## src/rtl/skinny_mask_pkg.sv

```systemverilog
// Shared definitions for the masked Skinny S-box: driver FSM states, S-box sizing,
// share-pair payload and the unmasked reference S-box table.
package skinny_mask_pkg;

  localparam int unsigned SBOX_LATENCY = 9;
  localparam int unsigned SBOX_FRESH_W = 17;
  localparam int unsigned NIBBLE_W     = 4;

  typedef enum logic [1:0] {
    IDLE = 2'd0,
    LOAD = 2'd1,
    WAIT = 2'd2,
    DONE = 2'd3
  } state_e;

  // Two Boolean shares of one nibble; the value is s0 ^ s1.
  typedef struct packed {
    logic [NIBBLE_W-1:0] s0;
    logic [NIBBLE_W-1:0] s1;
  } share_t;

  localparam logic [NIBBLE_W-1:0] SKINNY_SBOX [16] = '{
    4'hc, 4'h6, 4'h9, 4'h0, 4'h1, 4'ha, 4'h2, 4'hb,
    4'h3, 4'h8, 4'h5, 4'hd, 4'h4, 4'he, 4'h7, 4'hf
  };

  function automatic logic [NIBBLE_W-1:0] skinny_sbox(input logic [NIBBLE_W-1:0] x);
    return SKINNY_SBOX[x];
  endfunction

endpackage

```

## src/rtl/skinny_sbox_hpc2_driver.sv

```systemverilog
// Control stage for the masked HPC2 Skinny S-box: masks one nibble into two shares,
// restarts the S-box gating controller, waits for Synch and hands the output shares on.
module skinny_sbox_hpc2_driver
  import skinny_mask_pkg::*;
#(
  parameter int unsigned LATENCY   = SBOX_LATENCY,
  parameter int unsigned FRESH_W   = SBOX_FRESH_W,
  parameter int unsigned WD_MARGIN = 4
) (
  input  logic               clk,
  input  logic               rst,
  input  logic               in_valid,
  output logic               in_ready,
  input  logic [3:0]         in_data,
  input  logic [3:0]         in_mask,
  input  logic [FRESH_W-1:0] in_fresh,
  output logic [3:0]         si_s0,
  output logic [3:0]         si_s1,
  output logic [FRESH_W-1:0] fresh,
  output logic               sbox_rst,
  input  logic               sbox_synch,
  input  logic [3:0]         so_s0,
  input  logic [3:0]         so_s1,
  output logic               out_valid,
  input  logic               out_ready,
  output logic [3:0]         out_s0,
  output logic [3:0]         out_s1,
  output logic               err
);

  localparam int unsigned WD_LIMIT = LATENCY + WD_MARGIN;
  localparam int unsigned CNT_W    = $clog2(WD_LIMIT);

  state_e             state_q, state_d;
  logic [CNT_W-1:0]   cnt_q, cnt_d;
  share_t             si_q, si_d;
  share_t             so_q, so_d;
  logic [FRESH_W-1:0] fresh_q, fresh_d;
  logic               in_ready_q, in_ready_d;
  logic               sbox_rst_q, sbox_rst_d;
  logic               out_valid_q, out_valid_d;
  logic               err_q, err_d;

  // State and output registers; reset holds the S-box controller in restart.
  always_ff @(posedge clk or negedge rst) begin
    if (!rst) begin
      state_q     <= IDLE;
      cnt_q       <= '0;
      si_q        <= '0;
      so_q        <= '0;
      fresh_q     <= '0;
      in_ready_q  <= 1'b1;
      sbox_rst_q  <= 1'b1;
      out_valid_q <= 1'b0;
      err_q       <= 1'b0;
    end else begin
      state_q     <= state_d;
      cnt_q       <= cnt_d;
      si_q        <= si_d;
      so_q        <= so_d;
      fresh_q     <= fresh_d;
      in_ready_q  <= in_ready_d;
      sbox_rst_q  <= sbox_rst_d;
      out_valid_q <= out_valid_d;
      err_q       <= err_d;
    end
  end

  // Next-state logic; every register update is decided here so outputs stay registered.
  always_comb begin
    state_d     = state_q;
    cnt_d       = cnt_q;
    si_d        = si_q;
    so_d        = so_q;
    fresh_d     = fresh_q;
    in_ready_d  = in_ready_q;
    sbox_rst_d  = sbox_rst_q;
    out_valid_d = out_valid_q;
    err_d       = err_q;

    case (state_q)
      IDLE: begin
        in_ready_d = 1'b1;
        sbox_rst_d = 1'b0;
        if (in_valid && in_ready_q) begin
          si_d.s0    = in_data ^ in_mask;
          si_d.s1    = in_mask;
          fresh_d    = in_fresh;
          in_ready_d = 1'b0;
          sbox_rst_d = 1'b1;
          state_d    = LOAD;
        end
      end
      LOAD: begin
        sbox_rst_d = 1'b0;
        cnt_d      = '0;
        state_d    = WAIT;
      end
      WAIT: begin
        cnt_d = cnt_q + CNT_W'(1);
        // Synch takes priority over a coincident watchdog expiry.
        if (sbox_synch) begin
          so_d.s0     = so_s0;
          so_d.s1     = so_s1;
          out_valid_d = 1'b1;
          state_d     = DONE;
        end else if (cnt_q == CNT_W'(WD_LIMIT - 1)) begin
          err_d      = 1'b1;
          in_ready_d = 1'b1;
          state_d    = IDLE;
        end
      end
      DONE: begin
        if (out_ready) begin
          out_valid_d = 1'b0;
          in_ready_d  = 1'b1;
          state_d     = IDLE;
        end
      end
      default: begin
        state_d = IDLE;
      end
    endcase
  end

  assign in_ready  = in_ready_q;
  assign si_s0     = si_q.s0;
  assign si_s1     = si_q.s1;
  assign fresh     = fresh_q;
  assign sbox_rst  = sbox_rst_q;
  assign out_valid = out_valid_q;
  assign out_s0    = so_q.s0;
  assign out_s1    = so_q.s1;
  assign err       = err_q;

endmodule

```

## config.mk

```make
export PLATFORM = sky130hd
export DESIGN_NAME = skinny_sbox_hpc2_driver
export DESIGN_NICKNAME = d
export VERILOG_FILES = /design/src/rtl/skinny_mask_pkg.sv /design/src/rtl/skinny_sbox_hpc2_driver.sv
export SDC_FILE = /design/constraint.sdc
export NUM_CORES = 1
export LEC_CHECK = 0
export BUFFER_PORTS_ARGS = -buffer_cell sky130_fd_sc_hd__buf_2
export CELL_PAD_IN_SITES_DETAIL_PLACEMENT = 0
export CELL_PAD_IN_SITES_GLOBAL_PLACEMENT = 1
export CORE_MARGIN = 1.5
export CORE_UTILIZATION = 40
export DETAILED_ROUTE_END_ITERATION = 10
export GPL_TIMING_DRIVEN = 0
export PLACE_DENSITY = 0.86
export SYNTH_ARGS = -nofsm -noshare
export SYNTH_HDL_FRONTEND = slang
export SYNTH_SLANG_ARGS = --single-unit
```

## constraint.sdc

```tcl
create_clock -name clk -period 2.1 [get_ports clk]
set_input_delay 0.105 -clock clk [delete_from_list [all_inputs] [get_ports clk]]
set_output_delay 0.105 -clock clk [all_outputs]
set_load 0.05 [all_outputs]
```

Yosys cells after proc, flatten, opt, wreduce, memory -nomap -nowiden
Index checks and enable logic that the tools add are counted.
Storage, ports and cells
  register bits after elaboration: 43
  bits of input ports: 38
  word-level logic and storage cells: 52
Cells by class
  add/sub/neg operators: 1
  equal/unequal tests: 10
  muxes and demuxes: 16
  bitwise gates (word level): 2
  reduce and logical (&&, ||, !) cells: 12
Operator list (count)
  2-bit inequality test (second input constant): 5
  3-bit AND reduction: 3
  2-bit 2-to-1 mux: 4
  2-bit case mux with 4 select lines: 1
  4-bit case mux with 2 select lines: 1
  1-bit 2-to-1 mux: 7
  2-bit nonzero test: 3
  4-bit by 1-bit adder with 4-bit output (second input constant): 1
  2-bit == test (second input constant): 2
  4-bit == test (second input constant): 1
  1-bit case mux with 2 select lines: 2
  2-bit AND reduction: 2
  4-bit AND reduction: 1
  4-bit XOR: 1
  3-bit inequality test (second input constant): 1
  1-bit case mux with 3 select lines: 1
  3-bit nonzero test: 1
  2-bit by 1-bit == test with 1-bit output (second input constant): 1
  2-bit logical NOT: 1
  1-bit logical AND: 1
  1-bit inverter: 1

Depth between registers and ports, before layout
Gate-level depths: netlist of the first run.
  word-level depth: 4
  gate-level depth with buffers: 6
  gate-level depth less buffers: 6

Worst setup path before layout of the first run
OpenSTA, ideal clock, no wires.
  kind: reg-to-reg
  from: register in_ready_q, in the netlist in_ready
  to: register fresh_q[16], in the netlist fresh[16]
  setup time: 0.125 ns
  data arrival time: 1.325 ns
  required time: 1.975 ns
  path slack: 0.650 ns
  cell stages (with the launch flop): 4
  path through: dfstp_2 > nand3_2 > buf_4 > mux2_4
Between the ends
  word-level cells in the longest chain between the ends: 2
Ends and longest elaborated chain
  from (decl): RTL line skinny_sbox_hpc2_driver.sv:39  | logic in_ready_q, in_ready_d;
  from (signal assigned): RTL line skinny_sbox_hpc2_driver.sv:62  | in_ready_q <= in_ready_d;
  1-bit logical AND: RTL line skinny_sbox_hpc2_driver.sv:85  | if (in_valid && in_ready_q) begin
  2-bit AND reduction (no line)
  to (signal assigned): RTL line skinny_sbox_hpc2_driver.sv:61  | fresh_q <= fresh_d;
  to (decl): RTL line skinny_sbox_hpc2_driver.sv:38  | logic [FRESH_W-1:0] fresh_q, fresh_d;
Every way passes these cells.
A chain may end at the register's enable or synchronous reset.

Final worst setup path of the first run
  from: register state_q[1]
  to: register fresh_q[2], in the netlist fresh[2]
Between the ends
  word-level cells in the longest chain between the ends: 2
Ends and longest elaborated chain
  from (decl): RTL line skinny_sbox_hpc2_driver.sv:34  | state_e state_q, state_d;
  from (signal assigned): RTL line skinny_sbox_hpc2_driver.sv:57  | state_q <= state_d;
  2-bit logical NOT: RTL line skinny_sbox_hpc2_driver.sv:81  | case (state_q)
  2-bit AND reduction (no line)
Every way passes these cells.

==> results of run 1 <==
## cells by family (layout without fill, tap and decap cells)
kind of cell    after synthesis  after routing
simple gates                 28             28
flops                        43             43
xor+xnor                      4              4
buf+inv                      11             94
mux                          30             30
fa+ha+maj                     6              6
compound gates               23             23
## repair_timing
| item | CTS | global route |
|---|---|---|
| endpoints found under the hold margin | 41 | 0 |
| setup buffers | 0 | 0 |
| hold buffers | 1 | 0 |
| setup endpoints to repair | 0 | 0 |
## sequential cells by signal (all words and copies together) (netlist names)
name	count
sbox_rst	1
state_q	2
err	1
si_s1	4
in_ready	1
si_s0	4
cnt_q	4
out_valid	1
fresh	17
out_s0	4
out_s1	4
## layout by cell type, fill, tap and decap left out, drive strengths merged
cell type    instances
inv                  6
nand2b               2
a211oi               1
nand2               14
a21oi                8
o2bb2ai              1
nand3                6
clkbuf               7
xnor2                4
mux2                29
buf                 78
dlygate4sd3          1
a31oi                1
nor2                 2
nor4b                1
mux2i                1
a21o                 2
dfrtp               41
clkinvlp             1
ha                   6
clkinv               1
dfstp                2
o21bai               1
nor2b                1
nor3                 2
o21ai                9
## worst register-to-register path, delay by kind of cell, from the launching register on
family | cells | cell delay (ns)
simple gates | 1 | 0.13
fa+ha+maj | 1 | 0.27
mux | 1 | 0.30
buf+inv | 2 | 0.32
flops | 1 | 0.43
## layout make-up
| cell class | instances | share of cell area, % |
|---|---|---|
| Sequential cell | 43 | 43.60 |
| Multi-Input combinational cell | 91 | 32.27 |
| Timing Repair Buffer | 75 | 15.38 |
| Clock buffer | 6 | 2.934 |
| Tap cell | 54 | 2.731 |
| Buffer | 5 | 1.669 |
| Inverter | 6 | 0.9105 |
| Clock inverter | 2 | 0.5058 |
## path summary, 6_finish.rpt
path | startpoint | endpoint | slack, ns | cells past startpoint
max in group asynchronous | rst | out_s0[1]$_DFFE_PN0P_ | 1.02 | 2
min in group asynchronous | rst | si_s0[2]$_DFFE_PN0P_ | 0.50 | 2
min | so_s0[0] | out_s0[0]$_DFFE_PN0P_ | 0.04 | 2
min reg2reg | si_s0[1]$_DFFE_PN0P_ | si_s0[1]$_DFFE_PN0P_ | 0.48 | 2
max reg2reg | state_q[1]$_DFFE_PN0P_ | fresh[2]$_DFFE_PN0P_ | 0.53 | 5
max | state_q[1]$_DFFE_PN0P_ | fresh[2]$_DFFE_PN0P_ | 0.53 | 5
## routing by layer
| metal | up-vias | routed length (um) |
|---|---|---|
| met5 | - | 0 |
| met4 | 0 | 35 |
| met3 | 5 | 322 |
| met2 | 63 | 1459 |
| met1 | 612 | 1704 |
| li1 | 663 | - |
## per-stage QoR
stage                     utilization, %  cells  hold slack, ns  instance area (sq um)
final                              52.72    282         0.03894                   2474
after global routing               52.72    282         0.02242                   2474
after CTS                          52.72    282         0.02699                   2474
after detailed placement           50.69    273          0.3064                   2379
after global placement             50.69    273          0.3087                   2379
after floorplan                        -    145         -0.1906                   1941
==> run_results.csv, run 1 <==
group,metric,value,unit
setup_path,required,2.27,ns
sta,rsz0062_at_grt,"false",
global_routing,grt_antenna_before_repair,0,
logic_synthesis,syn_area_per_cell,13.38,sq um
clock_tree,cts_resized,0,
setup_path,path_max_fanout,10,
setup_path,crit_type,"reg2reg",
routing,wl,3521,um
setup_path,start_kind,"flip-flop",
routing,dr.first_iter.drc_count,56,
setup_path,worstPathArrival,1.75,ns
global_routing,use_met2,20.80,%
logic_synthesis,synth_top_area_share,52.87,%
routing,wl_per_cell,12.49,um
finish,register_area,1079,sq um
finish,syn_to_final_growth,27.47,%
sta,max_freq,635.9,MHz
routing,dr.pass1.iters,4,
sta,setup_tns,0,ns
setup_path,path_buf_inv,2,
clock_tree,clock-sinks,43,
logic_synthesis,yosysMostFrequentCell,"dfrtp_1",
setup_path,cp_cell_sequence,"inv_1, ha_1, nand3_2, buf_6, mux2_4",
finish,antenna_cells,0,
clock_tree,path_clk_slew,0.08,ns
sta,setup_viol,0,
die,die_h,72.65,um
sta,maxSlewHeadroom,37.78,%
logic_synthesis,synthAdderAreaFrac,3.868,%
logic_synthesis,synth_mux_area_share,21.41,%
place,dp_slack,0.5376,ns
die,dieArea,5278,sq um
clock_tree,htreeDepth,2,
finish,fillers,406,
sta,clock_skew,0.007388,ns
setup_path,timing.critical_path.slowest_stage_cell,"dfrtp_1",
finish,nNetsFinal,271,
finish,multiInputGateArea,798.3,sq um
die,die_width,72.65,um
logic_synthesis,synthXorXnorAreaFrac,1.805,%
global_routing,grtUsageMet1,17.55,%
routing,num_vias,1343,
clock_tree,clk_latency,0.29,ns
routing,route.detailed.drc,0,
global_routing,grt_max_degree,44,
clock_tree,cts_buffers,5,
logic_synthesis,synthTopCellsByCount,"41 x dfrtp_1, 21 x mux2_4, 13 x nand2_1",
logic_synthesis,ys_seq_area_share,55.58,%
logic_synthesis,synth_top_family_by_area,"multiplexers",
die,boundaryPins,75,
routing,ant_nets,0,
clock_tree,tritoncts,"done",
finish,drive_above_1_share,52.19,%
flow_run,cap_violations,0,
global_routing,top_usage_layer,"met2",
setup_path,cpPeakStageDelay,0.43,ns
hold_path,min_path_type,"in2reg",
logic_synthesis,ys.flop_type,"dfrtp_1",
logic_synthesis,synth_area_leader_cell,"dfrtp_1",
place,io_buffers,74,
global_routing,gr-total-overflow,0,
sta,finalMaxSlewViolations,0,
die,initial_core_util,41.36,%
setup_path,cp-end-kind,"flip-flop",
logic_synthesis,synth_edf_count,0,
logic_synthesis,synth_cell_types,27,
sta,fin_crit,1.573,ns
clock_tree,clockRootBuffer,"clkbuf_8",
global_routing,grt_pass1_wl,5388,um
logic_synthesis,synth_compound_area_share,6.705,%
sta,hold_viol_final,0,
place,dp_hpwl,2544,um
logic_synthesis,synthCells,145,
sta,post-route-worst-setup-slack,0.5273,ns
global_routing,grt_usage,13.48,%
logic_synthesis,synth_seq_cells,43,
global_routing,gr-usage-met3,5.110,%
die,coreArea,4692,sq um
clock_tree,clk_path_buf_depth,2,
logic_synthesis,ys_async_sr_fraction,100.0,%
logic_synthesis,syn_nets,189,
logic_synthesis,ys_top_cells_by_area,"dfrtp_1 53%, mux2_4 16%, mux2_2 4.6%",
sta,period_share,74.89,%
setup_path,path_delay_family,"flip-flops",
global_routing,grt_pass1_vias,1155,
logic_synthesis,yosysWarnings,0,
place,gp_congestion,0.7515,
logic_synthesis,netlist_area,1941,sq um
status,status,"finished clean",
logic_synthesis,synth-simple-area-share,7.350,%
sta,worstMarginPinSlew,0.9333,ns
die,placementRows,25,
routing,vias_per_cell,4.762,
Power of run 1 is not shown: default switching activity piles up to over one toggle a cycle in this logic, so the estimate is an artifact.
==> run 2, diff against run 1 <==
Settings changed: CORE_UTILIZATION 40 to 37, PLACE_DENSITY 0.86 to 0.81.
Clock period 2.1 ns to 1.6 ns, I/O delays scaled along.
==> run 2 against run 1 <==
Net effect: via count rose by 4.3%; first-iteration DRC count fell by 36%; register-to-register slack lost 0.44 ns; flip-flop and latch count is the same; global-route usage decreased by 0.24 points; fmax is 4.2% higher; worst setup slack lost 0.44 ns; design area grew 2.3%; hold slack got worse by 0.025 ns.
==> run_results.csv, run 2 (synthesis gave the netlist of run 1 again) <==
group,metric,value,unit
status,status,"finished clean",
sta,finalMaxSlewViolations,0,
global_routing,grt_usage,13.24,%
routing,vias_per_cell,4.701,
global_routing,gr-total-overflow,0,
finish,layout_commonest_cell,"buf_2",
finish,antenna_cells,0,
sta,setup_viol,0,
setup_path,reg2reg_depth,5,
sta,worstMarginPinSlew,0.9502,ns
finish,syn_to_final_growth,30.37,%
clock_tree,clockRootBuffer,"clkbuf_8",
routing,route.detailed.drc,0,
die,dieArea,5688,sq um
die,die_h,75.42,um
setup_path,crit_type,"reg2reg",
finish,layout_common_cells,"74 x buf_2, 41 x dfrtp_1, 21 x mux2_4, 13 x nand2_1, 9 x o21ai_0",
routing,dr_wl_met2,1611,um
clock_tree,cts_buffers,5,
sta,rsz0062_at_grt,"false",
clock_tree,clock-sinks,43,
place,io_buffers,74,
hold_path,min_path_type,"in2reg",
setup_path,start_kind,"flip-flop",
sta,fin_hold_ws,0.01441,ns
sta,clock_skew,0.002954,ns
sta,maxSlewHeadroom,36.65,%
sta,max_freq,662.7,MHz
clock_tree,post-cts-setup-buffer-count,0,
routing,wl,3761,um
routing,ant_nets,0,
sta,fin_crit,1.509,ns
setup_path,required,1.78,ns
routing,dr.pass1.iters,4,
setup_path,path_max_fanout,10,
place,gp_congestion,0.7489,
global_routing,grt_pass1_vias,1237,
die,boundaryPins,75,
die,coreArea,5075,sq um
routing,route.met3.wl,338,um
routing,wl_per_cell,12.62,um
setup_path,cp-end-kind,"flip-flop",
die,initial_core_util,38.24,%
finish,fillers,492,
sta,hold_viol_final,0,
routing,highest_layer,"met4",
setup_path,worstPathArrival,1.69,ns
clock_tree,path_clk_slew,0.08,ns
sta,setup_tns,0,ns
routing,num_vias,1401,
finish,largest_reg_flops,17,
place,dp_hpwl,2677,um
routing,wirelength_met1,1760,um
flow_run,cap_violations,0,
hold_path,hold_depth,2,
finish,final_util,49.85,%
finish,drive_above_1_share,53.51,%
die,placementRows,26,
global_routing,grt_max_degree,44,
global_routing,grt_pass1_wl,5623,um
finish,nNetsFinal,271,
die,die_width,75.42,um
routing,dr.first_iter.drc_count,36,
clock_tree,clk_path_buf_depth,2,
clock_tree,tritoncts,"done",
global_routing,grt_antenna_before_repair,0,
clock_tree,htreeDepth,2,
sta,period_share,94.31,%
clock_tree,clk_latency,0.29,ns
==> run 2: changes by cell type in the layout (fill, tap and decap cells not counted), sizes merged <==
cell         previous run  this run
clkinv                  1         2
bufinv                  0         1
dlygate4sd3             1         2
clkbuf                  7         5
clkinvlp                1         0
==> run 2: critical path, stage by stage, from the launching register on <==
cell and delay, ns:
dfrtp_1 0.44, inv_2 0.11, ha_2 0.23, nand3_2 0.12, buf_6 0.19, mux2_4 0.30
==> run 2: worst paths after layout <==
path / end / slack (ns) / startpoint
min in group asynchronous: fresh[8]$_DFFE_PN0P_ / 0.47 / rst
worst max-delay path: fresh[8]$_DFFE_PN0P_ / 0.09 / state_q[1]$_DFFE_PN0P_
max in group asynchronous: out_s0[1]$_DFFE_PN0P_ / 0.54 / rst
worst min-delay path: fresh[16]$_DFFE_PN0P_ / 0.01 / in_fresh[16]
worst max register to register: fresh[8]$_DFFE_PN0P_ / 0.09 / state_q[1]$_DFFE_PN0P_
worst min register to register: si_s0[2]$_DFFE_PN0P_ / 0.49 / si_s0[2]$_DFFE_PN0P_
==> run 2: timing repair <==
action                                 in CTS  in global routing
gates cloned                                0                  0
setup endpoints to repair                  18                 21
hold buffers                                1                  1
resized for setup                           1                  1
endpoints found under the hold margin      41                  1
==> run 2: through the flow <==
stage	setup WS [ns]	instances	cell area, sq um
final	0.09097	298	2530
after global routing	0.005970	298	2530
after CTS	0.04190	297	2520
after detailed placement	0.005382	289	2399
after global placement	0.02432	289	2399
after floorplan	0.1499	145	1941
==> run 2: routing by layer <==
layer | global-route usage [%] | vias to the layer above
met5 | 0 | -
met4 | 5.357 | 0
met3 | 4.365 | 8
met2 | 19.49 | 55
met1 | 18.03 | 677
li1 | - | 661
==> run 2: final cells by class <==
cell class	instances	area, sq um	area share, %
Buffer	4	37.54	1.484
Clock buffer	5	68.82	2.720
Clock inverter	3	43.79	1.731
Inverter	6	22.52	0.8902
Multi-Input combinational cell	91	800.8	31.65
Sequential cell	43	1079	42.63
Tap cell	70	87.58	3.462
Timing Repair Buffer	76	390.4	15.43
Power of run 2 is left out for the same reason.
==> run 3, diff against run 2 <==
Settings changed: RECOVER_POWER set to 25.
==> run 3 against run 2 <==
Net effect: die area did not move; global-route usage unchanged; design area decreased by 1.4%; non-clock buffer count unchanged; count of clock-buffer cells in the layout unchanged; critical endpoint is now fresh[12]$_DFFE_PN0P_.
==> run_results.csv, run 3 (synthesis gave the netlist of run 1 again) <==
group,metric,value,unit
sta,worstMarginPinSlew,0.9494,ns
finish,largest_reg_flops,17,
finish,layout.cells.non_filler,298,
sta,fin_crit,1.509,ns
die,boundaryPins,75,
clock_tree,tritoncts,"done",
die,coreArea,5075,sq um
die,dieArea,5688,sq um
setup_path,path_max_fanout,10,
finish,antenna_cells,0,
global_routing,grt_pass1_vias,1237,
status,status,"finished clean",
clock_tree,clk_latency,0.29,ns
sta,rsz0062_at_grt,"false",
hold_path,min_path_type,"in2reg",
global_routing,grt_pass1_wl,5623,um
finish,nNetsFinal,271,
clock_tree,clock-sinks,43,
setup_path,worstPathArrival,1.69,ns
global_routing,gr-usage-met3,4.365,%
setup_path,required,1.78,ns
clock_tree,clk_path_buf_depth,2,
routing,vias_per_cell,4.688,
routing,wl,3770,um
sta,maxSlewHeadroom,36.71,%
sta,max_freq,662.8,MHz
global_routing,grt_usage,13.24,%
global_routing,grt_max_degree,44,
setup_path,reg2reg_depth,5,
global_routing,use_met2,19.49,%
sta,clock_skew,0.002915,ns
finish,register_area,1079,sq um
place,io_buffers,74,
routing,route.detailed.drc,0,
place,dp_hpwl,2677,um
finish,multiInputGateArea,800.8,sq um
routing,num_vias,1397,
clock_tree,htreeDepth,2,
sta,setup_tns,0,ns
finish,syn_to_final_growth,28.50,%
clock_tree,path_clk_slew,0.08,ns
finish,drive_above_1_share,40.79,%
die,die_h,75.42,um
flow_run,cap_violations,0,
sta,hold_viol_final,0,
global_routing,grt_antenna_before_repair,0,
sta,period_share,94.29,%
routing,ant_nets,0,
setup_path,reg2reg_from,"state_q[1]$_DFFE_PN0P_",
hold_path,hold_end,"fresh[16]$_DFFE_PN0P_",
die,initial_core_util,38.24,%
die,die_width,75.42,um
clock_tree,clockRootBuffer,"clkbuf_8",
setup_path,cp-end-kind,"flip-flop",
routing,wl_per_cell,12.65,um
global_routing,top_usage_layer,"met2",
setup_path,r2r-end,"fresh[12]$_DFFE_PN0P_",
finish,layout_common_cells,"45 x buf_2, 41 x dfrtp_1, 29 x clkbuf_1, 21 x mux2_4, 13 x nand2_1",
die,placementRows,26,
place,gp_congestion,0.7489,
finish,layout_commonest_cell,"buf_2",
sta,finalMaxSlewViolations,0,
global_routing,grtUsageMet1,18.03,%
place,dp_cells,289,
global_routing,gr-total-overflow,0,
finish,fillers,505,
routing,dr.first_iter.drc_count,29,
hold_path,min-delay-start,"in_fresh[16]",
setup_path,start_kind,"flip-flop",
setup_path,regToRegSetupSlack,0.09,ns
setup_path,crit_type,"reg2reg",
clock_tree,cts_buffers,5,
routing,dr.pass1.iters,4,
sta,setup_viol,0,
hold_path,hold_depth,2,
run 3: changes by cell type in the layout (fill, tap and decap cells not counted), sizes merged:
cell / previous run / this run
buf: 78 / 49
clkbuf: 5 / 34
run 3: area by class of cell:
cell class / count / share of cell area, %
buffer: 4 / 1.505
clock buffer: 5 / 2.760
clock inverter: 3 / 1.756
inverter: 6 / 0.9032
multi-input combinational: 91 / 32.11
sequential: 43 / 43.25
tap: 70 / 3.512
timing repair buffer: 76 / 14.20
run 3: what timing repair did:
item | 4_1_cts | 5_1_grt
pin swaps | 0 | 0
setup endpoints to repair | 18 | 21
hold endpoints to repair | 41 | 1
setup buffers | 0 | 0
gates cloned | 0 | 0
hold buffers | 1 | 1
resized for setup | 1 | 1
run 3: through the flow:
stage	setup slack (ns)	utilization [%]	hold WS, ns	instance area [sq um]
floorplan	0.1499	-	-0.2156	1941
global placement	0.02432	47.26	0.2895	2399
detailed placement	0.005382	47.26	0.2769	2399
CTS	0.04190	49.65	0.004009	2520
global route	0.005973	49.14	0.006081	2494
finish	0.09131	49.14	0.01471	2494
run 3: metal layers:
layer | share of wire, % | wire (um)
met2 | 43 | 1607
met5 | 0 | 0
met3 | 8.7 | 329
met1 | 47 | 1782
met4 | 1.4 | 51
run 3: worst max-delay path: stages, from the launching register on:
cell     delay, ns
dfrtp_1       0.44
inv_2         0.11
ha_2          0.23
nand3_2       0.12
buf_6         0.19
mux2_4        0.30
run 3: how the worst max path moves through the flow:
stage                                start                    end  slack, ns  depth (start not counted)
floorplan             in_ready$_DFFE_PN1P_  fresh[16]$_DFFE_PN0P_       0.15                          3
detailed placement  state_q[1]$_DFFE_PN0P_   si_s1[0]$_DFFE_PN0P_      0.005                          5
finish              state_q[1]$_DFFE_PN0P_  fresh[12]$_DFFE_PN0P_       0.09                          5
global route        state_q[0]$_DFFE_PN0P_  out_s1[2]$_DFFE_PN0P_      0.006                          4
CTS                 state_q[1]$_DFFE_PN0P_   fresh[8]$_DFFE_PN0P_       0.04                          5
global placement    state_q[1]$_DFFE_PN0P_  fresh[16]$_DFFE_PN0P_       0.02                          5
Power of run 3 is left out for the same reason.
